**config.mk**
```make
export PLATFORM = sky130hd
export DESIGN_NAME = fetch_unit
export DESIGN_NICKNAME = d
export VERILOG_FILES = /design/src/rtl/fetch_pkg.sv /design/src/rtl/next_pc_logic.sv /design/src/rtl/fetch_unit.sv
export SDC_FILE = /design/constraint.sdc
export NUM_CORES = 1
export LEC_CHECK = 0
export CAP_MARGIN = 5
export CORE_UTILIZATION = 47
export DETAILED_ROUTE_END_ITERATION = 6
export GPL_ROUTABILITY_DRIVEN = 0
export PLACE_DENSITY = 0.93
export SYNTH_ARGS = -nofsm -noshare
export SYNTH_HDL_FRONTEND = slang
export SYNTH_SLANG_ARGS = --single-unit
```
**constraint.sdc**
```tcl
create_clock -name clk -period 8.1 [get_ports clk]
set_clock_uncertainty 0.2 [all_clocks]
set_input_delay 2.025 -clock clk [delete_from_list [all_inputs] [get_ports clk]]
set_output_delay 2.025 -clock clk [all_outputs]
set_load 0.005 [all_outputs]
```
**src/rtl/fetch_pkg.sv**
```systemverilog
// Shared types and constants for the instruction-fetch stage and the decoder.
package fetch_pkg;

    typedef enum logic [2:0] {
        S_RESET = 3'd0,
        S_REQ   = 3'd1,
        S_WAIT  = 3'd2,
        S_HOLD  = 3'd3,
        S_ERR   = 3'd4
    } fetch_state_t;

    // addi x0, x0, 0 -- presented while no real instruction is held
    localparam logic [31:0] NOP_INSTR = 32'h0000_0013;

    // Control-flow opcodes, also decoded by the main decoder
    localparam logic [6:0] OP_BRANCH = 7'b1100011;
    localparam logic [6:0] OP_JAL    = 7'b1101111;
    localparam logic [6:0] OP_JALR   = 7'b1100111;

endpackage

```
**src/rtl/next_pc_logic.sv**
```systemverilog
// Combinational next-PC selection: sequential, PC-relative or register-indirect.
module next_pc_logic #(
    parameter int XLEN = 32
) (
    input  logic [XLEN-1:0] pc_i,
    input  logic            branch_i,
    input  logic            jump_i,
    input  logic            jalr_i,
    input  logic            zero_i,
    input  logic [XLEN-1:0] imm_ext_i,
    input  logic [XLEN-1:0] alu_result_i,
    output logic [XLEN-1:0] next_pc_o,
    output logic            misaligned_o
);

    logic            taken;
    logic [XLEN-1:0] target;
    // Bit 0 of the JALR sum is always discarded by the architecture
    logic            unused_alu_lsb;

    assign unused_alu_lsb = alu_result_i[0];

    // Select target and flag targets that are not word aligned
    always_comb begin
        taken        = (branch_i & zero_i) | jump_i;
        target       = jalr_i ? {alu_result_i[XLEN-1:1], 1'b0} : (pc_i + imm_ext_i);
        next_pc_o    = taken ? target : (pc_i + XLEN'(4));
        misaligned_o = (next_pc_o[1:0] != 2'b00);
    end

endmodule

```
**src/rtl/fetch_unit.sv**
```systemverilog
// Instruction-fetch stage: one outstanding imem request, holds the
// instruction for the decoder and redirects the PC when it is consumed.
module fetch_unit
    import fetch_pkg::*;
#(
    parameter int              XLEN     = 32,
    parameter logic [XLEN-1:0] RESET_PC = 32'h0000_0000
) (
    input  logic            clk,
    input  logic            rst_n,
    output logic            imem_req,
    output logic [XLEN-1:0] imem_addr,
    input  logic            imem_gnt,
    input  logic            imem_rvalid,
    input  logic [31:0]     imem_rdata,
    input  logic            stall_i,
    input  logic            branch_i,
    input  logic            jump_i,
    input  logic            jalr_i,
    input  logic            zero_i,
    input  logic [XLEN-1:0] imm_ext_i,
    input  logic [XLEN-1:0] alu_result_i,
    output logic            instr_valid_o,
    output logic [31:0]     instr_o,
    output logic [6:0]      opcode_o,
    output logic [XLEN-1:0] pc_o,
    output logic [XLEN-1:0] pc_plus4_o,
    output logic            misaligned_o
);

    fetch_state_t    state_q;
    logic [XLEN-1:0] pc_q;
    logic [31:0]     instr_q;
    logic            req_q;
    logic            valid_q;
    logic            misaligned_q;

    logic [XLEN-1:0] next_pc_d;
    logic            next_misaligned_d;

    next_pc_logic #(
        .XLEN (XLEN)
    ) u_next_pc (
        .pc_i         (pc_q),
        .branch_i     (branch_i),
        .jump_i       (jump_i),
        .jalr_i       (jalr_i),
        .zero_i       (zero_i),
        .imm_ext_i    (imm_ext_i),
        .alu_result_i (alu_result_i),
        .next_pc_o    (next_pc_d),
        .misaligned_o (next_misaligned_d)
    );

    // Fetch FSM with registered request/valid outputs
    always_ff @(posedge clk) begin
        if (!rst_n) begin
            state_q      <= S_RESET;
            pc_q         <= RESET_PC;
            instr_q      <= NOP_INSTR;
            req_q        <= 1'b0;
            valid_q      <= 1'b0;
            misaligned_q <= 1'b0;
        end else begin
            case (state_q)
                S_RESET: begin
                    state_q <= S_REQ;
                    req_q   <= 1'b1;
                end
                S_REQ: begin
                    // rvalid without gnt is a stale response and is dropped
                    if (imem_gnt) begin
                        req_q <= 1'b0;
                        if (imem_rvalid) begin
                            instr_q <= imem_rdata;
                            valid_q <= 1'b1;
                            state_q <= S_HOLD;
                        end else begin
                            state_q <= S_WAIT;
                        end
                    end
                end
                S_WAIT: begin
                    if (imem_rvalid) begin
                        instr_q <= imem_rdata;
                        valid_q <= 1'b1;
                        state_q <= S_HOLD;
                    end
                end
                S_HOLD: begin
                    if (!stall_i) begin
                        valid_q <= 1'b0;
                        if (next_misaligned_d) begin
                            misaligned_q <= 1'b1;
                            state_q      <= S_ERR;
                        end else begin
                            pc_q    <= next_pc_d;
                            req_q   <= 1'b1;
                            state_q <= S_REQ;
                        end
                    end
                end
                S_ERR: begin
                    req_q   <= 1'b0;
                    valid_q <= 1'b0;
                end
                default: begin
                    state_q <= S_RESET;
                    req_q   <= 1'b0;
                    valid_q <= 1'b0;
                end
            endcase
        end
    end

    assign imem_req      = req_q;
    assign imem_addr     = pc_q;
    assign instr_valid_o = valid_q;
    assign instr_o       = instr_q;
    assign opcode_o      = instr_q[6:0];
    assign pc_o          = pc_q;
    assign pc_plus4_o    = pc_q + XLEN'(4);
    assign misaligned_o  = misaligned_q;

endmodule

```
* Word-level counts from Yosys, hierarchy flattened *
Cells that the tools add are included.

storage, ports and cells
  register bits = 70

operators by class
  $add $sub $neg = 2
  equal/unequal tests = 8
  multiplexer cells = 19
  bitwise gates (word level) = 7
  reduce and logical (&&, ||, !) cells = 9

operator list
  cell                                                              count
  32-bit two-way mux                                                4
  32-bit one-hot mux with 2 select lines                            1
  32-bit by 3-bit adder with 32-bit output (second input constant)  1
  32-bit adder                                                      1
  3-bit one-hot mux with 5 select lines                             1
  3-bit two-way mux                                                 4
  3-bit AND reduction                                               3
  2-bit != test (second input constant)                             4
  1-bit one-hot mux with 4 select lines                             2
  4-bit AND reduction                                               2
  1-bit two-way mux                                                 7
  3-bit by 2-bit == test with 1-bit output (second input constant)  2
  1-bit inverter                                                    5
  2-bit nonzero test                                                2
  3-bit by 1-bit == test with 1-bit output (second input constant)  1
  3-bit == test (second input constant)                             1
  3-bit zero test                                                   1
  2-bit AND reduction                                               1
  1-bit AND                                                         1
  1-bit bitwise OR                                                  1

* Depth between registers and ports, before layout *
Gate-level depths: netlist (run 1).

  word-level depth = 7
  mapped depth = 11

* Modules after synthesis *
From an unflattened synthesis (run 1), not the netlist that was laid out.

unflattened totals
  cell total of the unflattened synthesis = 890
  area, all modules = 6357.3 um^2

by module, submodules not included
  module         times used  cells each  area an instance (um^2)
  fetch_unit     1           472         3628.5
  next_pc_logic  1           418         2728.9

* Worst setup path before layout (run 1) *
Ideal clock, no wire load.

  path type = input to register
  start point = input port imm_ext_i[0]
  end point = register pc_q[26], in the netlist imem_addr[26]
  library setup time = 0.070 ns
  data arrival time = 4.207 ns
  path slack = 3.623 ns
  stages = 11
  cell sequence = ha_1 -> fa_1 -> a21o_1 -> a221o_1 -> and2_1 -> a21oi_4 -> a21oi_2 -> a311oi_1 -> xnor2_1 -> mux2i_1 -> a21oi_1

on the way
  longest elaborated chain between the ends = 6

RTL lines
  item                                  line                 text
  start, declared                       fetch_unit.sv:21     input logic [XLEN-1:0] imm_ext_i,
  32-bit adder *                        next_pc_logic.sv:26  target = jalr_i ? {alu_result_i[XLEN-1:1], 1'b0} : (pc_i + imm_ext_i);
  32-bit two-way mux *                  next_pc_logic.sv:26
  32-bit two-way mux *                  next_pc_logic.sv:27  next_pc_o = taken ? target : (pc_i + XLEN'(4));
  2-bit nonzero test                    next_pc_logic.sv:28  misaligned_o = (next_pc_o[1:0] != 2'b00);
  1-bit inverter (no source line)       n/a
  3-bit AND reduction (no source line)  n/a
  end signal, assigned                  fetch_unit.sv:97     pc_q <= next_pc_d;
  end, declared                         fetch_unit.sv:32     logic [XLEN-1:0] pc_q;

Mark *: on every way between the ends. The rest lies on a longest branch, timed or not.
A chain may end at the register's enable or synchronous reset.

* Worst setup path after layout (run 1) *
  start point = register pc_q[2], in the netlist imem_addr[2]
  end point = output port pc_plus4_o[27]

on the way
  longest elaborated chain between the ends = 1

RTL lines
  item                                      line               text
  32-bit by 3-bit adder with 32-bit output  fetch_unit.sv:122  assign pc_plus4_o = pc_q + XLEN'(4);
  end, declared                             fetch_unit.sv:27   output logic [XLEN-1:0] pc_plus4_o,

No other way between the ends.

==> results of run 1 <==
placed cells by master, fill, tap and decap left out, drive strengths merged, types with 3 or more instances in the layout:
cell type | synthesis | final
a211oi | 7 | 7
a21o | 14 | 14
a21oi | 84 | 84
a221oi | 5 | 5
a22oi | 6 | 6
a31oi | 8 | 8
and2 | 5 | 5
and3 | 19 | 19
buf | 43 | 7
clkbuf | 38 | 9
clkdlybuf4s50 | 0 | 240
dfxtp | 70 | 70
ha | 32 | 32
inv | 13 | 16
mux2i | 6 | 6
nand2 | 131 | 131
nand2b | 3 | 3
nand3 | 21 | 21
nand4 | 7 | 7
nor2 | 59 | 59
nor2b | 6 | 6
nor3 | 11 | 11
nor3b | 5 | 5
o211ai | 9 | 9
o21a | 7 | 7
o21ai | 40 | 40
o221ai | 6 | 6
o22ai | 4 | 4
o31ai | 6 | 6
or3 | 3 | 3
xnor2 | 32 | 32
xor2 | 20 | 20
flip-flops by register name, summed over array words and instances (netlist names):
| signal | cells |
|---|---|
| imem_req | 1 |
| misaligned_o | 1 |
| imem_addr | 32 |
| instr_valid_o | 1 |
| state_q | 3 |
| instr_o | 32 |
how the worst max path moves through the flow:
| stage | endpoint | cells after the start |
|---|---|---|
| 6_report | pc_plus4_o[27] | 8 |
| 3_3_place_gp | imem_addr[30] | 12 |
| 3_5_place_dp | imem_addr[30] | 12 |
| 4_1_cts | pc_plus4_o[27] | 8 |
| 2_1_floorplan | imem_addr[26] | 11 |
| 5_1_grt | pc_plus4_o[27] | 8 |
metal layers:
metal / up-vias / GRT usage (%) / share of wire, %
li1: 3021 / - / -
met1: 2916 / 37.5 / 40
met2: 374 / 49.6 / 47
met3: 75 / 5.90 / 8.9
met4: 0 / 14.5 / 3.5
met5: - / 0 / 0
critical path, cell delays in order (launching register included):
cell             delay, ns
dfxtp_1               0.50
and3_1                0.29
and3_1                0.34
and3_1                0.39
nand3_1               0.15
nor2_1                0.31
nand3_1               0.15
xnor2_1               0.25
clkdlybuf4s50_1       0.55
kinds of logic (layout without fill, tap and decap cells):
logic type               after synthesis  in the layout  synth area share [%]
XOR/XNOR                              52             52                  8.15
AND/OR/NAND/NOR                      281            281                  22.9
adder cells (fa/ha/maj)               33             33                  7.52
buffers and inverters                 94            276                  9.24
AO/OA/AOI/OAI                        221            221                  25.9
multiplexers                           7              7                  1.28
flip-flops                            70             70                  25.1
power groups by stage:
stage               combinational (µW)  clock (µW)  sequential, µW
finish                             205         450             366
CTS                                203         454             366
global route                       220         466             367
global placement                   197           0             373
detailed placement                 201           0             373
floorplan                         98.2           0             372
final cells by class:
class | instances | area [µm²] | area share (%)
clock buffers | 9 | 225 | 2.78
clock inverters | 7 | 104 | 1.28
inverters | 13 | 48.8 | 0.603
multi-input cells | 594 | 3680 | 45.5
flip-flops and latches | 70 | 1400 | 17.3
well taps | 143 | 179 | 2.21
repair buffers | 247 | 2450 | 30.3
through the flow:
stage | instance area (µm²) | power (µW) | hold WS (ns) | util [%] | setup slack [ns]
6_report | 8100 | 1020 | 0.252 | 70.3 | 2.59
3_5_place_dp | 7770 | 575 | 0.247 | 67.4 | 2.73
2_1_floorplan | 5590 | 471 | 0.253 | - | 3.62
4_1_cts | 8100 | 1020 | 0.256 | 70.3 | 2.63
3_3_place_gp | 7770 | 570 | 0.241 | 67.4 | 2.78
5_1_grt | 8100 | 1050 | 0.272 | 70.3 | 2.47
==> results.md, run 1 <==
- Outcome: finished with violations
- Failing checks: design-rule violations
- CTS tree: yes
- R2R Path End: imem_addr[30]
- Largest net degree at the start of global routing: 58
- CTS clock-pin slew for the worst setup and hold paths: 0.06 ns
- CTS resizes: 0
- Synth async-reset ratio: 0%
- Kind of critical path: reg2out
- Hold Path Class: reg2reg
- Detailed Place HPWL: 14.0 mm
- Synth top cells by count: nand2_1, a21oi_1, dfxtp_1
- Synth top area cells: dfxtp_1, nand2_1, a21oi_1
- Fill cells: a little under 900
- Max-slew violation count: 0
- Drt total wl: 19.3 mm
- First-pass GRT wire length: 29.7 mm
- Warnings from Yosys: 0
- RSZ-0062 raised after global routing: false
- Sequential share of power: between 30% and 40%
- Synth area leader: dfxtp_1
- IO Pins: 243
- Pint: about 740 µW
- Sw Share: 27.4%
- Die area: 12300 µm²
- EDFF count, synth: 0
- Hold Buf Count CTS: 0
- Final-report setup violation count: 0
- Fmax: 0.182 GHz
- Area Growth Syn to Fin: 44.8%
- IR drop worst, VDD: 0.0823 mV
- Synth Flop Type: dfxtp_1
- Mapped Nets: 896
- Post-CTS Setup Inserts: 0
- Net Switching: 279 µW
- Most common cell in the synthesized netlist: nand2_1
- Sink Count: 70
- Final Cycle Share: 68.0%
- Worst skew pair latency: 0.34 ns
- Die H: ~110 µm
- Seq cells post-synth: 70
- Cells after DPL: 1067
- Total gr overflow: 0
- Post-DRT Antenna Nets: 0
- Cell count after synthesis: 758
- Critical path peak fanout: 8
- Hold Startpoint: instr_o[8]
- Initial Util: 48.6%
- CTS Buf Count: 9
- Initial antenna violation count: 0
- Netlist cell types: 70
- Wire length per cell: 17.8 µm
- Global-route total usage across every layer: a little under a third
- Pwr per Cell Area: 126 nW/µm²
- Mapped Area: approximately 5600 µm²
- H-tree Lvls: 3
- Worst hold path depth: 2
- Part of the Yosys area used for sequential elements: 25.1%
- DR pass1 iterations: 7
- Startpoint Class: flop
- Combinational power share: 20.1%
- Worst R2R Start: imem_addr[0]
- Core Region: 11500 µm²
- Slew of the pin with the lowest slew margin: approximately 1.1 ns
- Clock power frac: between 40% and 50%
- R2R cell count: 11
- IO buf count: between 200 and 250
- Longest Clk Path Bufs: 2
- Hold Fails Final Rpt: 0
- DRC viols: 24
- Vias per cell: 5.90
- TNS Setup: 0 ns
- Hold endpoint: instr_o[8]
- Post-synth top area share: 25.1%
- Mean Syn Cell Area: between 7 and 8 µm²
- Final min period: 5.51 ns
- # diodes: 0
- Share of cells above drive strength 1: 4.47%
- Die W: 111 µm
- Via Count: 6386
- Nets: 1073
- Crit path launch: imem_addr[2]
- Arrival time worst endpoint: 3.28 ns
- Leakage: 0.00318 µW
- Non-Filler Instances: between 1000 and 1500
- Worst slew margin: 27.7%
- Max-cap violations: 0
- Clk root buf: clkbuf_16
- R2R setup slack: 4.67 ns
- Drt first-iter violations: 432
- # rows: 39
- Critical path endpoint category: output port
- WP data required: approximately 6 ns
- Number of global-route vias before repair: around 6000
Power figures use the tool's default switching activity.
==> run 2, diff against run 1 <==
Settings changed: CORE_UTILIZATION 47 to 39, PLACE_DENSITY 0.93 to 0.83.
Clock period 8.1 ns to 4.98 ns, I/O delays scaled along.
==> run 2 against run 1 <==
Net effect:
- the flow now finishes without violations
- flip-flop and latch count unchanged
- utilization down 12 points
- cell count up 3.8%
- via count down 1.1%
- critical endpoint unchanged
- largest cell class unchanged
==> results.md, run 2 (synthesized netlist as in run 1, its figures left out) <==
- IO buf count: 241
- Post-CTS Setup Inserts: 0
- Worst slew margin: between 50% and 60%
- TNS Setup: 0 ns
- Worst hold path depth: 2
- Wire length per cell: 17.1 µm
- Sequential share of power: 38.2%
- # diodes: 0
- Global-route total usage across every layer: 25.3%
- Hold_ws: 0.253 ns
- Critical path endpoint category: output port
- Critical path peak fanout: 8
- Fmax: ~0.21 GHz
- Area Growth Syn to Fin: 45.4%
- Number of global-route vias before repair: 5779
- DRC viols: 0
- Worst R2R Start: imem_addr[0]
- IO Pins: 243
- Pre-CTS worst setup slack: 0.559 ns
- Drt total wl: 19.2 mm
- Most frequent cells in the layout: clkdlybuf4s50_1, nand2_1, a21oi_1
- Hold Path Class: reg2reg
- WP data required: 3.53 ns
- Max-cap violations: 0
- Hold Buf Count CTS: 0
- R2R Path End: imem_addr[26]
- CTS Buf Count: 9
- # rows: 43
- Share of cells above drive strength 1: 4.87%
- Outcome: finished clean
- Sink Count: 70
- R2R cell count: 11
- Final min period: around 4.7 ns
- Final-report setup violation count: 0
- IR drop worst, VDD: about 0.16 mV
- Arrival time worst endpoint: roughly 3.2 ns
- Net Switching: around 450 µW
- Longest Clk Path Bufs: 2
- Clock power frac: 40.5%
- Post-DRT Antenna Nets: 0
- Initial Util: 40.1%
- Leakage: approximately 0.0032 µW
- RSZ-0062 raised after global routing: false
- Die area: 14800 µm²
- Largest net degree at the start of global routing: 56
- Hold Startpoint: instr_o[29]
- CTS clock-pin slew for the worst setup and hold paths: 0.07 ns
- Hold endpoint: instr_o[29]
- Die H: 122 µm
- CTS resizes: 0
- Clk root buf: clkbuf_16
- Hold Fails Final Rpt: 0
- Pint: 1110 µW
- Critical Path Slowest Stage Cell: clkdlybuf4s50_1
- Final Cycle Share: 93.8%
- Nets: 1077
- CP bufs+invs: 1
- Pwr per Cell Area: 192 nW/µm²
- Max stage delay on crit path: 0.56 ns
- First-pass GRT wire length: 29.7 mm
- Max-slew violation count: 0
- Die W: 122 µm
- Worst skew pair latency: 0.33 ns
- CTS tree: yes
- Combinational power share: 21.3%
- Via Count: 6317
- Commonest non-fill, non-tap cell in the layout: clkdlybuf4s50_1
- Initial antenna violation count: 0
- CP cell instances: and3_1 > and3_1 > and3_1 > nand3_1 > nor2_1 > nand3_1 > xnor2_1 > clkdlybuf4s50_1
- Drt first-iter violations: 450
- Vias per cell: between 5 and 6
- H-tree Lvls: 3
- Tot Pwr: ~1600 µW
- Total gr overflow: 0
- Fin worst setup slack: approximately 0.3 ns
- R2R setup slack: ~1.8 ns
- CP dominant cell by count: and3_1
- Top delay family on crit path: simple AND/OR/NAND/NOR gates
- Startpoint Class: flop
- Kind of critical path: reg2out
- Sw Share: 29.0%
- Detailed Place HPWL: 14.5 mm
- DR pass1 iterations: 4
- Core Region: 13900 µm²
- Slew of the pin with the lowest slew margin: 0.718 ns
run 2: worst register-to-register path, stage by stage (launching register included):
cell	delay, ns
dfxtp_1	0.36
ha_1	0.25
fa_1	0.41
a21o_1	0.22
a221o_1	0.35
and2_1	0.22
a21oi_4	0.23
a21oi_2	0.13
a311oi_1	0.35
xnor2_1	0.18
mux2i_1	0.09
a21oi_1	0.16
run 2: worst max-delay path by stage:
stage | start | endpoint | slack, ns | depth (start not counted)
CTS | imem_addr[2] | pc_plus4_o[30] | 0.36 | 8
finish | imem_addr[2] | pc_plus4_o[27] | 0.31 | 8
detailed placement | imm_ext_i[0] | imem_addr[26] | 0.56 | 12
global route | imem_addr[2] | pc_plus4_o[30] | 0.14 | 8
floorplan | imm_ext_i[0] | imem_addr[26] | 1.28 | 11
global placement | imm_ext_i[0] | imem_addr[26] | 0.58 | 12
run 2: per-stage QoR:
step | std cells | util [%] | instance area, µm²
final | 1124 | 58.3 | 8130
after global placement | 1108 | 56.3 | 7840
after detailed placement | 1108 | 56.3 | 7840
after CTS | 1124 | 58.3 | 8130
after floorplan | 758 | - | 5590
after global routing | 1124 | 58.3 | 8130
run 2: per-layer routing:
| layer | vias up | part of all wire [%] | GRT usage (%) |
|---|---|---|---|
| li1 | 3015 | - | - |
| met1 | 2963 | 44 | 33.9 |
| met2 | 302 | 47 | 41.0 |
| met3 | 37 | 6.9 | 4.35 |
| met4 | 0 | 2.6 | 8.10 |
| met5 | - | 0 | 0 |
run 2: area by class of cell:
type,instances,area [µm²]
Clock buffer,9,225
Inverter,13,48.8
Timing Repair Buffer,251,2480
Tap cell,180,225
Multi-Input combinational cell,594,3680
Clock inverter,7,61.3
Fill cell,1238,5810
Sequential cell,70,1400
run 2: power by group through the flow:
stage	logic [µW]	clock network (µW)	registers, µW
floorplan	160	0	606
detailed placement	328	0	607
global route	361	664	597
CTS	330	638	594
finish	332	631	595
global placement	325	0	606
==> run 3, diff against run 2 <==
Settings changed: ABC_CLOCK_PERIOD_IN_PS from default to 4980.
==> results of run 3 <==
The final DEF is identical to that of run 2; final timing and power are the same.
